$ cat src/rtl/ram_req_ctrl.sv
// ram_req_ctrl: request-side controller in front of a 2**M x N single-port RAM.
// Read / write / clear-word / clear-all requests enter through a valid/ready
// handshake, are queued in an in-order FIFO and issued one per cycle on
// registered RAM pins. Read data comes back on a registered response port.
// Clear-all is expanded into a sweep that clears every address in turn.
//
// Ports:
//   clk, reset_n          clock, asynchronous active-low reset
//   req_valid/req_ready   request handshake
//   req_op/addr/wdata     00 read, 01 write, 10 clear word, 11 clear all
//   rsp_valid/rsp_data    one-cycle read response pulse, data held until next
//   busy                  queued work, sweep, or read still in flight
//   ram_cs/rw/clr/addr/wdata   registered RAM pin drive
//   ram_rdata             RAM data_out
//
// state | meaning
// IDLE  | FIFO empty, nothing driven to the RAM
// RUN   | FIFO head popped and issued every cycle
// SWEEP | clear-all in progress, pops suspended
module ram_req_ctrl #(
    parameter int N     = 32,
    parameter int M     = 5,
    parameter int DEPTH = 4
) (
    input  logic         clk,
    input  logic         reset_n,
    input  logic         req_valid,
    output logic         req_ready,
    input  logic [1:0]   req_op,
    input  logic [M-1:0] req_addr,
    input  logic [N-1:0] req_wdata,
    output logic         rsp_valid,
    output logic [N-1:0] rsp_data,
    output logic         busy,
    output logic         ram_cs,
    output logic         ram_rw,
    output logic         ram_clr,
    output logic [M-1:0] ram_addr,
    output logic [N-1:0] ram_wdata,
    input  logic [N-1:0] ram_rdata
);
    localparam int AW = $clog2(DEPTH);
    localparam logic [AW:0] FULL_CNT = (AW+1)'(DEPTH);
    localparam logic [1:0] OP_READ  = 2'b00;
    localparam logic [1:0] OP_WRITE = 2'b01;
    localparam logic [1:0] OP_CLRW  = 2'b10;
    localparam logic [1:0] OP_CLRA  = 2'b11;

    typedef enum logic [1:0] {IDLE = 2'd0, RUN = 2'd1, SWEEP = 2'd2} state_t;
    state_t state_q, state_d;

    logic [1:0]    fifo_op   [DEPTH];
    logic [M-1:0]  fifo_addr [DEPTH];
    logic [N-1:0]  fifo_data [DEPTH];
    logic [AW-1:0] wr_ptr_q, rd_ptr_q;
    logic [AW:0]   cnt_q;
    logic          ready_en_q;
    logic          empty, full, push, pop;

    logic          ram_cs_q, ram_cs_d;
    logic          ram_rw_q, ram_rw_d;
    logic          ram_clr_q, ram_clr_d;
    logic [M-1:0]  ram_addr_q, ram_addr_d;
    logic [N-1:0]  ram_wdata_q, ram_wdata_d;
    logic [M-1:0]  sweep_q, sweep_d;
    logic          rd_issue;
    logic [1:0]    rd_v_q;
    logic          rsp_valid_q;
    logic [N-1:0]  rsp_data_q;

    assign empty = (cnt_q == '0);
    assign full  = (cnt_q == FULL_CNT);
    // ready_en_q keeps req_ready low until the first edge after reset release
    assign req_ready = ready_en_q && !full;
    assign push = req_valid && req_ready;
    assign pop  = !empty && (state_q != SWEEP);

    always_ff @(posedge clk) begin
        if (push) begin
            fifo_op[wr_ptr_q]   <= req_op;
            fifo_addr[wr_ptr_q] <= req_addr;
            fifo_data[wr_ptr_q] <= req_wdata;
        end
    end

    always_comb begin
        state_d     = state_q;
        ram_cs_d    = 1'b0;
        ram_rw_d    = 1'b0;
        ram_clr_d   = 1'b0;
        ram_addr_d  = ram_addr_q;
        ram_wdata_d = ram_wdata_q;
        sweep_d     = sweep_q;
        rd_issue    = 1'b0;
        unique case (state_q)
            IDLE, RUN: begin
                if (pop) begin
                    state_d    = RUN;
                    ram_cs_d   = 1'b1;
                    ram_addr_d = fifo_addr[rd_ptr_q];
                    case (fifo_op[rd_ptr_q])
                        OP_READ:  rd_issue = 1'b1;
                        OP_WRITE: begin
                            ram_rw_d    = 1'b1;
                            ram_wdata_d = fifo_data[rd_ptr_q];
                        end
                        OP_CLRW:  ram_clr_d = 1'b1;
                        OP_CLRA:  begin
                            // address 0 goes out on the pop edge, the counter
                            // continues from 1 and wrapping back to 0 marks the end
                            ram_clr_d  = 1'b1;
                            ram_addr_d = '0;
                            sweep_d    = M'(1);
                            state_d    = SWEEP;
                        end
                    endcase
                end else begin
                    state_d = IDLE;
                end
            end
            SWEEP: begin
                if (sweep_q != '0) begin
                    ram_cs_d   = 1'b1;
                    ram_clr_d  = 1'b1;
                    ram_addr_d = sweep_q;
                    sweep_d    = sweep_q + M'(1);
                end else begin
                    state_d = empty ? IDLE : RUN;
                end
            end
            default: state_d = IDLE;
        endcase
    end

    always_ff @(posedge clk or negedge reset_n) begin
        if (!reset_n) begin
            state_q     <= IDLE;
            wr_ptr_q    <= '0;
            rd_ptr_q    <= '0;
            cnt_q       <= '0;
            ready_en_q  <= 1'b0;
            ram_cs_q    <= 1'b0;
            ram_rw_q    <= 1'b0;
            ram_clr_q   <= 1'b0;
            ram_addr_q  <= '0;
            ram_wdata_q <= '0;
            sweep_q     <= '0;
            rd_v_q      <= '0;
            rsp_valid_q <= 1'b0;
            rsp_data_q  <= '0;
        end else begin
            state_q     <= state_d;
            ready_en_q  <= 1'b1;
            ram_cs_q    <= ram_cs_d;
            ram_rw_q    <= ram_rw_d;
            ram_clr_q   <= ram_clr_d;
            ram_addr_q  <= ram_addr_d;
            ram_wdata_q <= ram_wdata_d;
            sweep_q     <= sweep_d;
            if (push) wr_ptr_q <= wr_ptr_q + AW'(1);
            if (pop)  rd_ptr_q <= rd_ptr_q + AW'(1);
            case ({push, pop})
                2'b10:   cnt_q <= cnt_q + (AW+1)'(1);
                2'b01:   cnt_q <= cnt_q - (AW+1)'(1);
                default: cnt_q <= cnt_q;
            endcase
            // stage 0: read on the RAM pins, stage 1: RAM has latched the address
            rd_v_q      <= {rd_v_q[0], rd_issue};
            rsp_valid_q <= rd_v_q[1];
            if (rd_v_q[1]) rsp_data_q <= ram_rdata;
        end
    end

    assign busy      = !empty || (state_q == SWEEP) || (|rd_v_q) || rsp_valid_q;
    assign rsp_valid = rsp_valid_q;
    assign rsp_data  = rsp_data_q;
    assign ram_cs    = ram_cs_q;
    assign ram_rw    = ram_rw_q;
    assign ram_clr   = ram_clr_q;
    assign ram_addr  = ram_addr_q;
    assign ram_wdata = ram_wdata_q;
endmodule

$ cat config.mk
export PLATFORM = sky130hd
export DESIGN_NAME = ram_req_ctrl
export DESIGN_NICKNAME = d
export VERILOG_FILES = /design/src/rtl/ram_req_ctrl.sv
export SDC_FILE = /design/constraint.sdc
export NUM_CORES = 1
export LEC_CHECK = 0
export CORE_ASPECT_RATIO = 1.2
export CORE_MARGIN = 2
export CORE_UTILIZATION = 55
export DETAILED_ROUTE_END_ITERATION = 8
export PLACE_DENSITY_LB_ADDON = 0.08
export SLEW_MARGIN = 20
export SYNTH_ARGS = -nofsm -noshare
export SYNTH_HDL_FRONTEND = slang
export SYNTH_SLANG_ARGS = --single-unit
$ cat constraint.sdc
create_clock -name clk -period 3.57 [get_ports clk]
set_input_delay 0.357 -clock clk [delete_from_list [all_inputs] [get_ports clk]]
set_output_delay 0.357 -clock clk [all_outputs]
set_load 0.02 [all_outputs]
==> results of run 1 <==
worst max path at each step:
stage / end / slack (ns) / cells after the start
2_1_floorplan: fifo_addr[0][0] / 1.06 / 3
3_5_place_dp: ram_addr[4] / 1.08 / 4
4_1_cts: req_ready / 1.05 / 3
5_1_grt: ram_addr[4] / 0.97 / 4
6_report: req_ready / 1.06 / 3
3_3_place_gp: ram_addr[0] / 1.07 / 4
flip-flops by register name, indices dropped and copies added (netlist names), 3 cells and up:
signal,cells
fifo_data,128
ram_addr,5
fifo_addr,20
ram_wdata,32
rsp_data,32
sweep_q,5
fifo_op,8
cnt_q,3
where the power goes:
group | total, mW | internal [mW] | switching, mW
Clock | 2.58 | 1.58 | 0.999
Sequential | 4.18 | 3.75 | 0.429
Combinational | 3.78 | 2.09 | 1.69
layer usage:
layer / global-route usage, % / part of all wire [%] / vias to the layer above
met1: 26.0 / 41 / 2365
met5: 0 / 0 / -
met3: 3.96 / 7.1 / 26
met2: 33.0 / 50 / 157
li1: - / - / 2099
met4: 5.11 / 1.7 / 0
cell families (layout without fill, tap and decap cells):
logic type | Yosys count | count (layout)
AND/OR/NAND/NOR | 29 | 29
buffers and inverters | 29 | 221
flip-flops | 246 | 246
adder cells (fa/ha/maj) | 8 | 8
multiplexers | 111 | 111
AO/OA/AOI/OAI | 18 | 18
other | 1 | 1
XOR/XNOR | 7 | 7
per-stage QoR:
| step | util (%) | cell area, um^2 | std cells | power, mW |
|---|---|---|---|---|
| after global routing | 71.2 | 12000 | 857 | 11.1 |
| after global placement | 66.3 | 11100 | 812 | 7.93 |
| after CTS | 71.2 | 12000 | 857 | 10.7 |
| after detailed placement | 66.3 | 11100 | 812 | 8.06 |
| final | 71.2 | 12000 | 857 | 10.5 |
| after floorplan | - | 9360 | 449 | 6.61 |
cells in the final DEF, fill, tap and decap left out, drive strengths merged:
master,netlist,routed
a21oi,4,4
a22o,5,5
a31oi,2,2
and2,1,1
and3,4,4
buf,11,18
bufinv,0,4
clkbuf,7,33
clkdlybuf4s50,0,147
clkinv,0,4
clkinvlp,0,2
conb,1,1
dfrtp,90,90
dlygate4sd3,0,1
edfxtp,156,156
fa,1,1
ha,7,7
inv,11,12
mux2,71,71
mux2i,1,1
mux4,39,39
nand2,7,7
nand2b,1,1
nand3,4,4
nand4,1,1
nand4b,1,1
nor2,4,4
nor2b,1,1
nor3,2,2
nor4,1,1
nor4b,1,1
o211a,1,1
o21ai,4,4
o22ai,1,1
o41ai,1,1
or3,1,1
xnor2,3,3
xor2,4,4
area by class of cell:
type                    instances  share of cell area [%]
flip-flops and latches        246                    58.0
repair buffers                166                    13.5
well taps                     216                    2.26
inverters                      11                   0.345
clock buffers                  33                    5.48
multi-input cells             174                    19.0
clock inverters                11                    1.33
repair_timing:
item	CTS	global route
hold buffers	1	0
hold endpoints to repair	32	0
buffers inserted	0	0
==> impl_metrics.tcl, run 1 <==
set metrics [dict create \
    outcome "finished clean" \
    grt_max_degree 37 \
    clk_latency_ns 0.51 \
    regArea_mm2 0.00694 \
    multi_input_area_mm2 0.00228 \
    rr_startpoint "rd_ptr_q[0]" \
    max_slew_margin_pct 53.9 \
    row_count 52 \
    fillers 1062 \
    synthesis.nets 531 \
    antenna_found_initial 1 \
    wl_per_cell_um 20.0 \
    synth_fa_ha_area_share_pct 1.15 \
    clockBufferDepth 3 \
    ctsResizeCount 0 \
    rsz0062_at_grt "no" \
    pin_count 149 \
    tightest_slew_ns 0.692 \
    async_flop_share_pct 36.6 \
    totalWireLength_um 17100 \
    seq_area_frac_synth_pct 74.1 \
    drt_iter0_markers 192 \
    cts_num_sinks 246 \
    synth_compound_area_share_pct 1.38 \
    setup_ws_ns 1.06 \
    synth_cell_types 38 \
    timing.critical_path.from "cnt_q[0]" \
    slowest_delay_ns 0.72 \
    antenna_cells 0 \
    synthMostInstantiatedCell "edfxtp_1" \
    setup_tns_ns 0 \
    portBuffers 148 \
    cts_tree "built" \
    core_area_mm2 0.0168 \
    clkTransAtPathRegs_ns 0.06 \
    fin_worst_skew_ns 0.0110 \
    netlist_area_mm2 0.00936 \
    ys_ff_latch 246 \
    final_max_slew_viol_count 0 \
    firstDrtPassIters 6 \
    fin_crit_sh_pct 70.4 \
    synth_top_family_by_area "multiplexers" \
    synthFlopType "edfxtp_1" \
    p_leak_nw 4.43 \
    grt_pass1_wl_um 26700 \
    fp.dieH_um 147 \
    hold_violations 0 \
    reg2reg_slack_ns 1.10 \
    synth_top_area_share_pct 50.1 \
    netlist_top_cells_count "edfxtp_1, dfrtp_1, mux2_2, mux4_2, mux2_4" \
    end_kind "output pin" \
    nets 705 \
    overflow 0 \
    cts-buffers-inserted 24 \
    place_ws_ns 1.08 \
    start_util_pct 55.7 \
    avgSynthCellArea_um2 20.8 \
    grt_pass1_vias 4911 \
    crit_path_cell_trace "inv_1 -> a31oi_1 -> clkdlybuf4s50_1" \
    cts_root_buffer "clkbuf_16" \
    vias 4647 \
    antenna_left 0 \
    worst-path-max-fanout 6 \
    synthSimpleGateAreaFrac_pct 1.78 \
    period_needed_ns 2.51 \
    crit_type "reg -> out" \
    arrival_ns 2.16 \
    drive_gt1_share_pct 26.2 \
    synth_edf_count 156 \
    fmax_ghz 0.398 \
    die_area_mm2 0.0181 \
    path_buf_inv 2 \
    holdWs_ns 0.348 \
    start_kind "flop" \
    r2r-end "ram_wdata[14]" \
    hold_class "in -> async" \
    drc 0 \
    htreeDepth 1 \
    path_delay_family "buffers and inverters" \
    synth_cells 449 \
    grt_util_all_layers_pct 19.5 \
    reg2regPathDepth 4 \
    synth_top_area_cell "edfxtp_1" \
    routed_via_density 5.42 \
    hpwl_um 10900 \
    power-per-cell-area_mw_per_mm2 881 \
    synth_warnings 0 \
    cap_viol_max_count 0 \
    synth.area.mux_share_pct 19.3 \
    cp_slowest_cell "clkdlybuf4s50_1" \
    ir_drop_v 0.000542 \
    area_delta_synth_final_pct 27.8 \
    synth.area.top_cells "edfxtp_1, dfrtp_1, mux4_2" \
    die_w_um 123 \
    crit_required_ns 3.21 \
    synthXorXnorAreaFrac_pct 0.655 \
    gp_congestion 0.753 \
    finalSetupViolCount 0 \
]
Note: power is estimated with default switching activity, not from simulation.
==> run 2, diff against run 1 <==
--- a/config.mk
+++ b/config.mk
@@ -7,7 +7,7 @@
 export LEC_CHECK = 0
 export CORE_ASPECT_RATIO = 1.2
 export CORE_MARGIN = 2
-export CORE_UTILIZATION = 55
+export CORE_UTILIZATION = 48
 export DETAILED_ROUTE_END_ITERATION = 8
 export PLACE_DENSITY_LB_ADDON = 0.08
 export SLEW_MARGIN = 20
==> constraint.sdc (replaced) <==
create_clock -name clk -period 2.2 [get_ports clk]
set_input_delay 0.22 -clock clk [delete_from_list [all_inputs] [get_ports clk]]
set_output_delay 0.22 -clock clk [all_outputs]
set_load 0.02 [all_outputs]
==> impl_metrics.tcl, run 2 (synthesized netlist as in run 1, its figures left out) <==
set metrics [dict create \
    outcome "finished clean" \
    antenna_cells 0 \
    cts_num_sinks 246 \
    wl_per_cell_um 19.4 \
    ir_drop_v 0.00102 \
    clk_latency_ns 0.51 \
    start_util_pct 49.3 \
    place_ws_ns 0.0297 \
    cts-buffers-inserted 23 \
    finalSetupViolCount 0 \
    start_kind "flop" \
    htreeDepth 1 \
    cp_slowest_cell "mux4_2" \
    fp.dieH_um 157 \
    worst-path-max-fanout 9 \
    totalWireLength_um 17500 \
    grt_pass1_vias 5036 \
    setup_tns_ns 0 \
    pin_count 149 \
    fin_crit_sh_pct 97.2 \
    slowest_delay_ns 0.57 \
    hpwl_um 10700 \
    grt_max_degree 43 \
    place_inst 854 \
    die_area_mm2 0.0206 \
    nets 709 \
    cts_root_buffer "clkbuf_16" \
    drt_iter0_markers 215 \
    power-per-cell-area_mw_per_mm2 1400 \
    vias 4648 \
    largest_reg_flops 128 \
    grt_util_all_layers_pct 17.0 \
    final_common_cell "edfxtp_1" \
    stdcell_count 899 \
    cts_tree "built" \
    p_leak_nw 4.44 \
    reg2reg_slack_ns 0.06 \
    row_count 55 \
    antenna_found_initial 0 \
    postPlaceCellArea_mm2 0.0113 \
    fmax_ghz 0.468 \
    hold_class "in -> async" \
    crit_type "reg -> reg" \
    setup_ws_ns 0.0620 \
    final_area_mm2 0.0120 \
    cap_viol_max_count 0 \
    gp_congestion 0.706 \
    drive_gt1_share_pct 27.1 \
    drc 0 \
    routed_via_density 5.17 \
    crit_path_cell_trace "buf_4 -> mux4_2 -> nor4b_4 -> buf_4 -> clkbuf_16 -> mux2_4" \
    firstDrtPassIters 4 \
    hold_violations 0 \
    tightest_slew_ns 0.557 \
    area_delta_synth_final_pct 28.7 \
    die_w_um 131 \
    max_slew_margin_pct 62.6 \
    fin_worst_skew_ns 0.0236 \
    portBuffers 148 \
    clockBufferDepth 3 \
    core_area_mm2 0.0190 \
    final_max_slew_viol_count 0 \
    clkTransAtPathRegs_ns 0.06 \
    final_cell_mix "edfxtp_1, clkdlybuf4s50_1, dfrtp_1" \
    end_kind "flop" \
    path_common_cell "buf_4" \
    grt_pass1_wl_um 27400 \
    arrival_ns 2.51 \
    top_register "fifo_data" \
    fin_util_pct 63.4 \
    overflow 0 \
    crit_required_ns 2.57 \
    period_needed_ns 2.14 \
    holdWs_ns 0.242 \
    power.total_mw 16.8 \
    antenna_left 0 \
]
==> run 2: where the power goes <==
group / total, mW / leakage, nW / switching (mW) / internal, mW
Clock: 3.68 / 0.347 / 1.55 / 2.13
Sequential: 6.65 / 2.49 / 0.559 / 6.09
Combinational: 6.51 / 1.60 / 2.95 / 3.56
==> run 2: final cells by class <==
| class | count | area (um^2) |
|---|---|---|
| clock buffers | 39 | 693 |
| clock inverters | 2 | 10.0 |
| fillers | 1366 | 6950 |
| inverters | 11 | 41.3 |
| multi-input cells | 174 | 2290 |
| flip-flops and latches | 246 | 6940 |
| well taps | 256 | 320 |
| repair buffers | 171 | 1750 |
==> run 2: worst max-delay path: cells and delay by family, from the launching register on <==
| family | cells | cell delay [ns] |
|---|---|---|
| buf+inv | 3 | 0.54 |
| flops | 1 | 0.43 |
| mux | 2 | 0.87 |
| simple gates | 1 | 0.16 |
==> run 2: final timing paths <==
| check | startpoint | end | cells past startpoint |
|---|---|---|---|
| min in group clk | ram_rdata[1] | rsp_data[1] | 2 |
| worst max-delay path | rd_ptr_q[0] | ram_wdata[10] | 6 |
| worst max register to register | rd_ptr_q[0] | ram_wdata[10] | 6 |
| worst min register to register | rd_v_q[0] | rd_v_q[1] | 0 |
| worst min-delay path | reset_n | rsp_data[24] | 2 |
| max in group asynchronous | reset_n | rd_ptr_q[0] | 3 |
==> run 2: what timing repair did <==
| item | in CTS | in global routing |
|---|---|---|
| hold buffers | 1 | 0 |
| hold endpoints to repair | 39 | 0 |
| setup buffers | 0 | 1 |
| cloned | 0 | 2 |
| endpoints found under the setup margin | 2 | 22 |
| gates resized for setup | 2 | 5 |
==> run 2: per-layer routing <==
metal	track usage (%)	wire length, um	up-vias
met2	29.2	8440	147
met3	3.83	1110	29
met4	4.92	377	0
met5	0	0	-
met1	22.1	7530	2364
li1	-	-	2108
==> run 3, diff against run 2 <==
--- a/config.mk
+++ b/config.mk
@@ -6,7 +6,7 @@
 export NUM_CORES = 1
 export LEC_CHECK = 0
 export CORE_ASPECT_RATIO = 1.2
-export CORE_MARGIN = 2
+export CORE_MARGIN = 4
 export CORE_UTILIZATION = 48
 export DETAILED_ROUTE_END_ITERATION = 8
 export PLACE_DENSITY_LB_ADDON = 0.08
==> impl_metrics.tcl, run 3 (synthesized netlist as in run 1, its figures left out) <==
set metrics [dict create \
    cap_viol_max_count 0 \
    grt_pass1_vias 5175 \
    clkTransAtPathRegs_ns 0.06 \
    hold_class "in -> async" \
    fillers 1345 \
    fp.dieH_um 161 \
    power.total_mw 17.4 \
    final_max_slew_viol_count 0 \
    firstDrtPassIters 4 \
    final_cell_mix "edfxtp_1, clkdlybuf4s50_1, dfrtp_1" \
    die_area_mm2 0.0218 \
    top_register "fifo_data" \
    arrival_ns 2.51 \
    ir_drop_v 0.000892 \
    outcome "finished clean" \
    cts_root_buffer "clkbuf_16" \
    die_w_um 135 \
    drive_gt1_share_pct 27.2 \
    hpwl_um 10700 \
    start_kind "flop" \
    multi_input_area_mm2 0.00229 \
    wl_per_cell_um 20.0 \
    overflow 0 \
    fin_crit_sh_pct 96.2 \
    fmax_ghz 0.473 \
    swShare_pct 29.7 \
    holdWs_ns 0.177 \
    area_delta_synth_final_pct 29.8 \
    cts_tree "built" \
    worst-path-max-fanout 17 \
    pin_count 149 \
    cts-buffers-inserted 25 \
    core_area_mm2 0.0190 \
    htreeDepth 1 \
    period_needed_ns 2.12 \
    end_kind "flop" \
    fin_worst_skew_ns 0.0122 \
    clk_latency_ns 0.51 \
    p_leak_nw 4.48 \
    reg2reg_slack_ns 0.08 \
    totalWireLength_um 18000 \
    regArea_mm2 0.00694 \
    tightest_slew_ns 0.554 \
    grt_pass1_wl_um 28400 \
    hold_violations 0 \
    crit_required_ns 2.60 \
    grt_util_all_layers_pct 16.6 \
    p_seq_share_pct 38.4 \
    gp_congestion 0.713 \
    antenna_left 0 \
    drc 0 \
    power.switching_mw 5.16 \
    clockBufferDepth 3 \
    max_slew_margin_pct 62.8 \
    crit_type "reg -> reg" \
    internal_power_mw 12.2 \
    drt_iter0_markers 307 \
    grt_max_degree 67 \
    antenna_cells 0 \
    finalSetupViolCount 0 \
    vias 4708 \
    antenna_found_initial 1 \
    routed_via_density 5.23 \
    row_count 55 \
    final_common_cell "edfxtp_1" \
    power-per-cell-area_mw_per_mm2 1430 \
    clkPwrFrac_pct 24.5 \
    combPwrFrac_pct 37.1 \
    largest_reg_flops 128 \
    start_util_pct 49.3 \
    cts_num_sinks 246 \
    nets 708 \
    portBuffers 148 \
]
run 3: critical path, stage by stage (launching register included):
cell and delay [ns]:
dfrtp_4 0.44, mux4_2 0.55, nor4b_4 0.26, buf_4 0.19, clkbuf_16 0.23, mux2_2 0.35
run 3: cell type report:
cell class / count / share of cell area, %
clock inverters: 14 / 1.37
inverters: 11 / 0.340
well taps: 256 / 2.64
multi-input cells: 174 / 18.9
clock buffers: 31 / 5.50
repair buffers: 168 / 14.1
flip-flops and latches: 246 / 57.1
run 3: metrics by stage:
stage / setup TNS, ns / std cells / instance area [um^2] / util [%] / setup slack, ns
2_1_floorplan: 0 / 449 / 9370 / - / 0.132
6_report: 0 / 900 / 12100 / 64.0 / 0.0843
4_1_cts: 0 / 896 / 12100 / 63.7 / 0.0373
5_1_grt: -0.00908 / 900 / 12100 / 64.0 / -0.00908
3_5_place_dp: 0 / 850 / 11300 / 59.2 / 0.0448
3_3_place_gp: 0 / 850 / 11300 / 59.2 / 0.0870
run 3: power by group through the flow:
stage	combinational, mW	clock (mW)	sequential (mW)
final	6.45	4.27	6.68
after detailed placement	6.47	0	6.76
after floorplan	3.28	0	7.45
after CTS	6.47	4.39	6.69
after global routing	6.94	4.59	6.82
after global placement	6.31	0	6.73
run 3: metal layers:
layer / routed length (um) / GRT usage (%)
met1: 7300 / 21.7
met2: 9050 / 28.0
met3: 1230 / 3.76
met4: 394 / 5.04
met5: 13 / 0
run 3: final timing paths:
kind / end / start / depth (start not counted)
min in group clk: rsp_data[28] / ram_rdata[28] / 2
worst min register to register: rd_v_q[1] / rd_v_q[0] / 0
worst max-delay path: ram_wdata[12] / rd_ptr_q[0] / 5
worst max register to register: ram_wdata[12] / rd_ptr_q[0] / 5
worst min-delay path: ram_wdata[19] / reset_n / 2
max in group asynchronous: rd_ptr_q[0] / reset_n / 3
run 3: what timing repair did:
| item | CTS | global route |
|---|---|---|
| cloned | 0 | 1 |
| resized for setup | 2 | 5 |
| pin swaps | 0 | 1 |
| hold endpoints to repair | 24 | 0 |
| hold buffers | 1 | 0 |
| buffers inserted | 0 | 3 |
| setup endpoints to repair | 2 | 5 |
